$ cat config.mk
export PLATFORM = sky130hd
export DESIGN_NAME = uart_tx
export DESIGN_NICKNAME = d
export VERILOG_FILES = /design/src/rtl/uart_tx_pkg.sv /design/src/rtl/uart_tx_parity_calc.sv /design/src/rtl/uart_tx.sv
export SDC_FILE = /design/constraint.sdc
export NUM_CORES = 1
export LEC_CHECK = 0
export CAP_MARGIN = 20
export CORE_MARGIN = 5
export CORE_UTILIZATION = 54
export CTS_CLUSTER_DIAMETER = 100
export DETAILED_ROUTE_END_ITERATION = 10
export PLACE_DENSITY = 0.89
export SLEW_MARGIN = 20
export SYNTH_ARGS = -nofsm -noshare
export SYNTH_HDL_FRONTEND = slang
export SYNTH_HIERARCHICAL = 1
export SYNTH_SLANG_ARGS = --single-unit
$ cat constraint.sdc
create_clock -name clk -period 3.1 [get_ports clk]
set_input_delay 0.31 -clock clk [delete_from_list [all_inputs] [get_ports clk]]
set_output_delay 0.31 -clock clk [all_outputs]
set_load 0.05 [all_outputs]
$ cat src/rtl/uart_tx_pkg.sv
// uart_tx_pkg: shared definitions for the UART transmitter.
//   state_t   - transmitter FSM states
//   LINE_IDLE / START_BIT / STOP_BIT - serial line levels
//   PAR_EVEN / PAR_ODD               - parity type encodings
package uart_tx_pkg;

  typedef enum logic [2:0] {
    IDLE,
    START,
    DATA,
    PARITY,
    STOP
  } state_t;

  localparam logic LINE_IDLE = 1'b1;
  localparam logic START_BIT = 1'b0;
  localparam logic STOP_BIT  = 1'b1;
  localparam logic PAR_EVEN  = 1'b0;
  localparam logic PAR_ODD   = 1'b1;

endpackage

$ cat src/rtl/uart_tx_parity_calc.sv
// uart_tx_parity_calc: combinational parity generator.
//   data     [Data_Width-1:0] in  - data word
//   par_type                  in  - PAR_EVEN / PAR_ODD
//   parity                    out - parity bit to transmit
module uart_tx_parity_calc
  import uart_tx_pkg::*;
#(
  parameter int Data_Width = 8
) (
  input  logic [Data_Width-1:0] data,
  input  logic                  par_type,
  output logic                  parity
);

  // Even parity is the plain XOR; odd parity inverts it.
  assign parity = (^data) ^ (par_type == PAR_ODD);

endmodule

$ cat src/rtl/uart_tx.sv
// uart_tx: serial UART transmitter, one bit per clk.
// Frame: start bit, data LSB first, optional parity bit, stop bit(s).
//   clk             in  - bit clock, rising edge
//   RST             in  - synchronous active-high reset
//   P_Data_UART     in  - parallel data word
//   Data_Valid_UART in  - request strobe
//   Par_En_UART     in  - 1 = insert parity bit
//   Par_Type_UART   in  - 0 = even, 1 = odd parity
//   TX_Out_UART     out - serial line, idle high
//   Busy_UART       out - high while a frame is in flight
// Build option: define UART_TX_TWO_STOP_EN for two stop bits.
module uart_tx
  import uart_tx_pkg::*;
#(
  parameter int Data_Width = 8
) (
  input  logic                  clk,
  input  logic                  RST,
  input  logic [Data_Width-1:0] P_Data_UART,
  input  logic                  Data_Valid_UART,
  input  logic                  Par_En_UART,
  input  logic                  Par_Type_UART,
  output logic                  TX_Out_UART,
  output logic                  Busy_UART
);

  localparam int CNT_W = (Data_Width > 1) ? $clog2(Data_Width) : 1;
  localparam logic [CNT_W-1:0] LAST_BIT = CNT_W'(Data_Width - 1);

  state_t                state_q, state_d;
  logic [CNT_W-1:0]      cnt_q, cnt_d;
  logic [Data_Width-1:0] data_q, data_d;
  logic                  par_bit_q, par_bit_d;
  logic                  par_en_q, par_en_d;
  logic                  tx_d, busy_d;
  logic                  load;
  logic                  par_calc;
`ifdef UART_TX_TWO_STOP_EN
  logic                  stop_phase_q, stop_phase_d;
`endif

  // Parity is taken from the word being captured and held with it, so
  // later input changes cannot disturb the frame in flight.
  uart_tx_parity_calc #(
    .Data_Width(Data_Width)
  ) u_parity (
    .data     (P_Data_UART),
    .par_type (Par_Type_UART),
    .parity   (par_calc)
  );

  always_ff @(posedge clk) begin
    if (RST) begin
      state_q     <= IDLE;
      cnt_q       <= '0;
      data_q      <= '0;
      par_bit_q   <= 1'b0;
      par_en_q    <= 1'b0;
      TX_Out_UART <= LINE_IDLE;
      Busy_UART   <= 1'b0;
`ifdef UART_TX_TWO_STOP_EN
      stop_phase_q <= 1'b0;
`endif
    end else begin
      state_q     <= state_d;
      cnt_q       <= cnt_d;
      data_q      <= data_d;
      par_bit_q   <= par_bit_d;
      par_en_q    <= par_en_d;
      TX_Out_UART <= tx_d;
      Busy_UART   <= busy_d;
`ifdef UART_TX_TWO_STOP_EN
      stop_phase_q <= stop_phase_d;
`endif
    end
  end

  // Line outputs are decoded from the current state and registered, so
  // the line shows the state entered one edge earlier.
  always_comb begin
    state_d   = state_q;
    cnt_d     = cnt_q;
    data_d    = data_q;
    par_bit_d = par_bit_q;
    par_en_d  = par_en_q;
    tx_d      = LINE_IDLE;
    busy_d    = 1'b1;
    load      = 1'b0;
`ifdef UART_TX_TWO_STOP_EN
    stop_phase_d = stop_phase_q;
`endif

    case (state_q)
      IDLE: begin
        busy_d = 1'b0;
        tx_d   = LINE_IDLE;
        load   = Data_Valid_UART;
      end
      START: begin
        tx_d    = START_BIT;
        state_d = DATA;
        cnt_d   = '0;
      end
      DATA: begin
        tx_d = data_q[cnt_q];
        if (cnt_q == LAST_BIT) begin
          state_d = par_en_q ? PARITY : STOP;
        end else begin
          cnt_d = cnt_q + 1'b1;
        end
      end
      PARITY: begin
        tx_d    = par_bit_q;
        state_d = STOP;
      end
      STOP: begin
        tx_d = STOP_BIT;
`ifdef UART_TX_TWO_STOP_EN
        if (!stop_phase_q) begin
          stop_phase_d = 1'b1;
        end else begin
          stop_phase_d = 1'b0;
          if (Data_Valid_UART) load = 1'b1;
          else                 state_d = IDLE;
        end
`else
        if (Data_Valid_UART) load = 1'b1;
        else                 state_d = IDLE;
`endif
      end
      default: begin
        state_d = IDLE;
        busy_d  = 1'b0;
      end
    endcase

    if (load) begin
      state_d   = START;
      data_d    = P_Data_UART;
      par_bit_d = par_calc;
      par_en_d  = Par_En_UART;
    end
  end

endmodule

# Word level (Yosys, flattened, before mapping)
# Index checks and enable logic that the tools add are counted.
# totals
out_inout_bits,2
ff_bits,18
wordCells,44
# classes
eq_ne,11
add_sub_neg,1
muxes,13
reduce_logical,8
n_bitwise,2
magnitude_cmp,1
# op_table
operator,n
case mux 3 bit (5 select lines),1
2-to-1 mux 3 bit,4
"inequality test 2 bit, second input constant",4
parity 8 bit,1
"equality test 3 x 2 -> 1 bit, second input constant",2
"equality test 3 bit, second input constant",2
"inequality test 3 bit, second input constant",2
case mux 3 bit (2 select lines),1
AND reduction 3 bit,2
"less-than comparator 3 x 4 -> 1 bit, second input constant",1
2-to-1 mux 1 bit,4
OR reduction 4 bit,1
"adder 3 x 1 -> 3 bit, second input constant",1
binary-select mux 1 bit (select 3 bit),1
"equality test 3 x 1 -> 1 bit, second input constant",1
zero test 3 bit,1
case mux 1 bit (3 select lines),1
case mux 1 bit (2 select lines),1
AND reduction 2 bit,1
nonzero test 2 bit,1
OR reduction 2 bit,1
inverter 1 bit,1
bitwise XOR 1 bit,1

# Logic depth before layout (Yosys ltp)
# Gate-level depths: netlist (run 1).
# logic_depth
ltp_word,4
depth_mapped,6
ltp_nobuf,6

# Modules after synthesis
# Netlist (run 1), hierarchy kept.
# by_module_without_submodules
module,cells_each,instances,area_each_um2,seq_area_each_um2
uart_tx,89,1,794.5,360.3
uart_tx_parity_calc,7,1,82.6,0.0

# Worst setup path before layout (run 1)
# Ideal clock, no wire load.
# synth_path
path_kind,flip-flop to flip-flop
start,register cnt_q[0]
end,register cnt_q[0]
t_required_ps,2972
t_arrival_ps,1557
stages_incl_launch_ff,7
period_less_slack_ps,1685
path_slack_ps,1415
path_cell_list,dfxtp_1 -> ha_1 -> ha_1 -> or3b_4 -> a21oi_4 -> mux2i_1 -> nor2_1
# synth_via
elab_chain_len,3
word_cells_on_any_way,6
# synth_rtl
element,line_no,rtl
from (decl),uart_tx.sv:31,"logic [CNT_W-1:0] cnt_q, cnt_d;"
from (signal assigned),uart_tx.sv:66,cnt_q <= cnt_d;
adder 3 x 1 -> 3 bit / equality test 3 bit (equally long branches),"uart_tx.sv:109, uart_tx.sv:106",
2-to-1 mux 3 bit / inequality test 2 bit (equally long branches),--,
case mux 3 bit (2 select lines) / AND reduction 2 bit (equally long branches),--,
# Several ways; a longest one is shown, not always the timed one. The select of a mux whose other input is x is not followed.
# A chain may end at the register's enable or synchronous reset.

# Worst setup path in the final report (run 1)
# layout_path
start,register cnt_q[0]
end,register cnt_q[2]
# Same word-level chain as after synthesis.

==> summary.txt, run 1 <==
Outcome: completed
Tmin final: 1.82 ns
Setup TNS: 0 ns
Switching Power: 0.124 mW
Hold Crit Class: reg -> reg
Fin crit share: 58.7%
Sw Share: 26.6%
CP Max Fanout: 6
Post-CTS setup buffers: 0
Fmax achieved: 0.549 GHz
CTS Root Buffer Type: clkbuf_4
Initial Utilization: 57.6%
Clock Pin Slew Worst Setup and Hold Paths: 0.10 ns
Final net count: 126
Leak: 0.396 nW
Top Metal Used: met4
Syn_nets: 111
Worst slew pin tran: 0.642 ns
Antenna violations before repair: 0
Largest net degree at the start of global routing: 19
Vias in the first global route: 707
Synth cell types: 30
Die W: 50.3 um
Post-route cell area: 1040 um^2
Slowest cell on crit path: dfxtp_1
Synthesized area per cell: 9.14 um^2
Die height: 50.3 um
FF-to-FF setup slack: 1.28 ns
Placed inst area: 1020 um^2
Main synth FF type: dfxtp_1
Worst path bufs/invs: 0
Drt initial violations: 9
Synth Instances: 96
Worst VDD drop: 0.000280 V
Worst Hold End: data_q[5]
Capturing point of the worst reg2reg path: cnt_q[2]
Clock share of power: 23.8%
Drt wl/cell: 13.4 um
Max cap viols: 0
Core area: 1520 um^2
Slew headroom: 57.0%
First-pass GRT wire length: 2.86 mm
Yosys warnings: 6
Post-synth EDFFs: 0
RSZ-0062 raised after global routing: false
Hold Startpoint: data_q[5]
Vias after detailed routing: 690
Syn Std Cell Area: 877 um^2
Sequential power share: 55.0%
FFs w/ async S/R, synth: 0%
Worst setup EP type: register
Most frequent CP cell: ha_1
R2r startpoint: cnt_q[0]
P per Cell Area: 448 nW/um^2
# diodes: 0
Die area: 2530 um^2
Crit-path max cell delay: 0.39 ns
H-tree depth: 1
Clock Tree Buf Depth: 2
Drt total wl: 1.67 mm
Clock Skew: 0.00637 ns
Final Max Tran Viols: 0
Multi-input logic area: 497 um^2
Seq. cell area: 360 um^2
WS Path Type: reg -> reg
Post-detail-place hpwl: 1.27 mm
Pre-antenna DRT Iters: 4
Worst Path Required: 3.26 ns
Final Power: 0.467 mW
CTS Buf Count: 3
Register area share after synthesis: 41.1%
Combinational power share: 21.2%
Final Wtd Congestion: 0.726
Post-cts resize count: 0
Metal-1 WL: 714 um
DR vias/cell: 5.52
Remaining DRCs: 0
Synthesized flop and latch total: 18
Crit path DAT: 1.98 ns
Crit-path cells: ha_1, ha_1, or3b_4, a21oi_4, mux2i_1, nor2_1
FILL cells: 125
GR Util All Layers: 14.7%
PortBufs: 14
Layout cell share with drive strength beyond 1: 8.26%
Met3 routed WL: 102 um
Fin. Hold Viols: 0
Worst Hold Depth: 2
Crit-path leading delay family: adder cells
FP Rows: 14
Final setup vio count: 0
WL met2: 800 um
Clock latency on the worst-skew pair: 0.29 ns
Post-route ant nets: 0
Worst r2r path cells: 6
Crit start category: register
CTS sink cnt: 18
Remaining Overflow, GRT: 0
Io pins: 15
CTS tree: done
Design internal power: 0.343 mW
Cts hold-fix bufs: 0
Layout area overhead: 19.0%
[stage by stage]
step	cells	hold WS (ns)	setup WS (ns)	util [%]
after global placement	122	0.444	1.32	67.0
after CTS	125	0.462	1.27	68.5
final	125	0.462	1.28	68.5
after floorplan	96	0.433	1.42	-
after global routing	125	0.490	1.20	68.5
after detailed placement	122	0.449	1.29	67.0
[synth_stat cells, types with 2 or more instances]
cell type / instances / area share, %
a211oi_1: 2 / 1.7
ha_1: 2 / 2.9
nor2b_1: 2 / 1.4
nand2b_1: 2 / 1.4
xor2_1: 2 / 2.0
mux2i_1: 4 / 4.6
nand2_1: 22 / 9.4
nor2_1: 5 / 2.1
dfxtp_1: 18 / 41
xnor2_1: 4 / 4.0
a21oi_1: 11 / 6.3
and2_1: 3 / 2.1
clkbuf_1: 2 / 0.86
[state kept, by name (all words and copies together) (netlist names)]
register,flops
Busy_UART,1
TX_Out_UART,1
cnt_q,3
data_q,8
par_bit_q,1
par_en_q,1
state_q,3
[logic make-up after synthesis]
family,Yosys count,share of synthesized area [%]
buf+inv,5,2.28
mux,6,8.42
simple gates,41,23.3
fa+ha+maj,2,2.85
flops,18,41.1
xor+xnor,8,10.4
compound gates,16,11.7
[tightest hold or removal path: stages, from the launching register on]
cell	delay (ns)
dfxtp_1	0.32
nand2_1	0.05
a21oi_1	0.05
[layout make-up]
class | instances | share of cell area [%]
multi-input cells | 73 | 47.6
flip-flops and latches | 18 | 34.5
repair buffers | 14 | 13.4
clock buffers | 3 | 2.16
well taps | 16 | 1.92
inverters | 1 | 0.360
[how the worst max path moves through the flow]
stage	start	endpoint	cells past startpoint
after floorplan	cnt_q[0]	cnt_q[0]	6
after global placement	P_Data_UART[4]	par_bit_q	6
after detailed placement	cnt_q[0]	cnt_q[2]	6
after CTS	cnt_q[0]	cnt_q[0]	6
after global routing	cnt_q[0]	cnt_q[0]	6
final	cnt_q[0]	cnt_q[2]	6
[power by group through the flow]
stage	logic (mW)	clock network [mW]	registers [mW]
5_1_grt	0.108	0.127	0.259
4_1_cts	0.0997	0.116	0.257
2_1_floorplan	0.0625	0	0.266
6_report	0.0991	0.111	0.257
3_3_place_gp	0.0973	0	0.261
3_5_place_dp	0.0995	0	0.262
[layout by cell type (no fill, tap or decap), drive strengths merged, types with 2 or more instances in the layout]
cell and instances:
a211oi 2, a21oi 12, and2 3, clkbuf 3, clkdlybuf4s50 14, dfxtp 18, ha 2, mux2i 4
nand2 22, nand2b 2, nor2 5, nor2b 2, xnor2 5, xor2 2
[routing by layer]
metal	GRT usage [%]	vias to the layer above
li1	-	354
met1	14.9	315
met2	25.3	17
met3	3.55	4
met4	11.9	0
met5	0	-
(Power assumes the default switching activity.)
==> inputs of run 2 (changes only) <==
--- a/config.mk
+++ b/config.mk
@@ -7,10 +7,10 @@
 export LEC_CHECK = 0
 export CAP_MARGIN = 20
 export CORE_MARGIN = 5
-export CORE_UTILIZATION = 54
+export CORE_UTILIZATION = 50
 export CTS_CLUSTER_DIAMETER = 100
 export DETAILED_ROUTE_END_ITERATION = 10
-export PLACE_DENSITY = 0.89
+export PLACE_DENSITY = 0.84
 export SLEW_MARGIN = 20
 export SYNTH_ARGS = -nofsm -noshare
 export SYNTH_HDL_FRONTEND = slang
==> constraint.sdc (replaced) <==
create_clock -name clk -period 1.7 [get_ports clk]
set_input_delay 0.17 -clock clk [delete_from_list [all_inputs] [get_ports clk]]
set_output_delay 0.17 -clock clk [all_outputs]
set_load 0.05 [all_outputs]
==> run 2 against run 1 <==
Count of clock-buffer cells in the layout did not move. Clock power grew 81%. Die area grew 6.4%. Core utilization decreased by 3.2 points. Hold slack lost 0.031 ns. Flip-flop and latch count unchanged. First-iteration DRC count down 44%. Total power increased by 82%. Clock skew is 0.0030 ns lower. Non-clock buffer count grew 4. Maximum frequency up 11%. Register-to-register slack got worse by 1.2 ns. Critical endpoint is now cnt_q[1].
==> summary.txt, run 2 (same netlist as run 1, synthesis figures left out) <==
Most frequent CP cell: ha_4
Initial Utilization: 51.9%
Drt total wl: 1.61 mm
Pre-antenna DRT Iters: 4
Biggest register: data_q
CTS tree: done
Layout area overhead: 25.7%
Remaining DRCs: 0
Remaining Overflow, GRT: 0
Final Wtd Congestion: 0.777
GR Util All Layers: 13.3%
Vias in the first global route: 683
Clock Pin Slew Worst Setup and Hold Paths: 0.10 ns
Drt initial violations: 5
Slew headroom: 67.3%
Worst Path Required: 1.86 ns
Slowest cell on crit path: or3b_4
Clock latency on the worst-skew pair: 0.28 ns
Crit-path leading delay family: simple AND/OR/NAND/NOR gates
Fin. Hold Viols: 0
Largest net degree at the start of global routing: 11
Biggest regs: data_q x8, cnt_q x3, state_q x3
FF-to-FF setup slack: 0.06 ns
Seq. cell area: 363 um^2
Final setup vio count: 0
Clock Skew: 0.00334 ns
CTS Buf Count: 3
Layout cell share with drive strength beyond 1: 15.0%
H-tree depth: 1
Max reg flops: 8
CP Max Fanout: 3
Final net count: 130
Max cap viols: 0
Most frequent cells in the layout: 22 x nand2_1, 16 x dfxtp_1, 14 x clkdlybuf4s50_1, 11 x a21oi_1, 5 x nor2_1
P per Cell Area: 772 nW/um^2
Hold Crit Class: in -> reg
Die height: 51.9 um
CTS Root Buffer Type: clkbuf_4
Outcome: completed
Leak: 0.412 nW
Multi-input logic area: 522 um^2
Tmin final: 1.64 ns
Die area: 2690 um^2
FILL cells: 142
First-pass GRT wire length: 2.72 mm
Worst setup EP type: register
DR vias/cell: 5.35
Crit-path cells: ha_4, ha_4, or3b_4, a21oi_4, mux2i_1, nor2_1
Post-route ant nets: 0
Worst slew pin tran: 0.489 ns
CTS sink cnt: 18
FP Rows: 15
Placed Cells incl. Taps: 127
Final Max Tran Viols: 0
Crit start category: register
Clock Tree Buf Depth: 2
Vias after detailed routing: 695
Commonest non-fill, non-tap cell in the layout: nand2_1
Fmax achieved: 0.611 GHz
Final core occ: 65.3%
WS Path Type: reg -> reg
Antenna violations before repair: 0
RSZ-0062 raised after global routing: true
Core area: 1690 um^2
Drt wl/cell: 12.4 um
Die W: 51.9 um
PortBufs: 14
Crit path DAT: 1.80 ns
Fin crit share: 96.3%
# diodes: 0
Worst path bufs/invs: 0
Fin cells: 130
Post-detail-place hpwl: 1.28 mm
Crit-path max cell delay: 0.38 ns
Worst VDD drop: 0.000496 V
Io pins: 15
==> run 2: path summary, 6_finish.rpt <==
| path | start | to | cells after the start |
|---|---|---|---|
| setup / recovery | cnt_q[0] | cnt_q[1] | 6 |
| hold / removal | Par_En_UART | par_en_q | 3 |
| setup reg to reg | cnt_q[0] | cnt_q[1] | 6 |
| hold reg to reg | data_q[4] | data_q[4] | 2 |
==> run 2: worst min-delay path: stages <==
cell and delay, ns:
clkdlybuf4s50_1 0.40, nand2_1 0.05, a21oi_1 0.05
==> run 2: area by class of cell <==
type / count / share of cell area, %
timing repair buffer: 18 / 15.4
inverter: 1 / 0.341
tap: 17 / 1.93
sequential: 18 / 32.9
clock buffer: 3 / 2.04
multi-input combinational: 73 / 47.3
==> run 2: per-stage QoR <==
stage                     area [um^2]  total power [mW]  hold slack [ns]  setup slack (ns)  setup TNS, ns
after floorplan                   877             0.599            0.306            0.0154              0
after global routing             1100             0.903            0.428          -0.00242       -0.00242
after detailed placement         1050             0.661            0.448            0.0126              0
after global placement           1050             0.655            0.441            0.0667              0
after CTS                        1070             0.863            0.419            0.0220              0
final                            1100             0.851            0.431            0.0633              0
==> run 2: metal layers <==
| layer | vias to the layer above | share of wire (%) | global-route usage, % |
|---|---|---|---|
| li1 | 360 | - | - |
| met1 | 324 | 45 | 14.2 |
| met2 | 11 | 51 | 25.3 |
| met3 | 0 | 4.0 | 2.01 |
| met4 | 0 | 0 | 5.24 |
| met5 | - | 0 | 0 |
==> run 2: power breakdown <==
group          leakage [nW]  switching, mW  internal (mW)  total [mW]
Clock                0.0138          0.119         0.0821       0.201
Sequential            0.148         0.0184          0.448       0.467
Combinational         0.250         0.0856         0.0974       0.183
Total                 0.412          0.223          0.628       0.851
==> run 2: timing repair <==
item                                   4_1_cts  5_1_grt
pin swaps                                    1        1
endpoints found under the hold margin        0        0
hold buffers                                 0        0
gates resized for setup                      0        6
buffers inserted                             0        0
setup endpoints to repair                    1        2
==> inputs of run 3 (changes only) <==
--- a/config.mk
+++ b/config.mk
@@ -10,6 +10,7 @@
 export CORE_UTILIZATION = 50
 export CTS_CLUSTER_DIAMETER = 100
 export DETAILED_ROUTE_END_ITERATION = 10
+export HOLD_SLACK_MARGIN = 0.05
 export PLACE_DENSITY = 0.84
 export SLEW_MARGIN = 20
 export SYNTH_ARGS = -nofsm -noshare
==> results of run 3 <==
No change in the layout: final DEF, timing and power equal those of run 2.
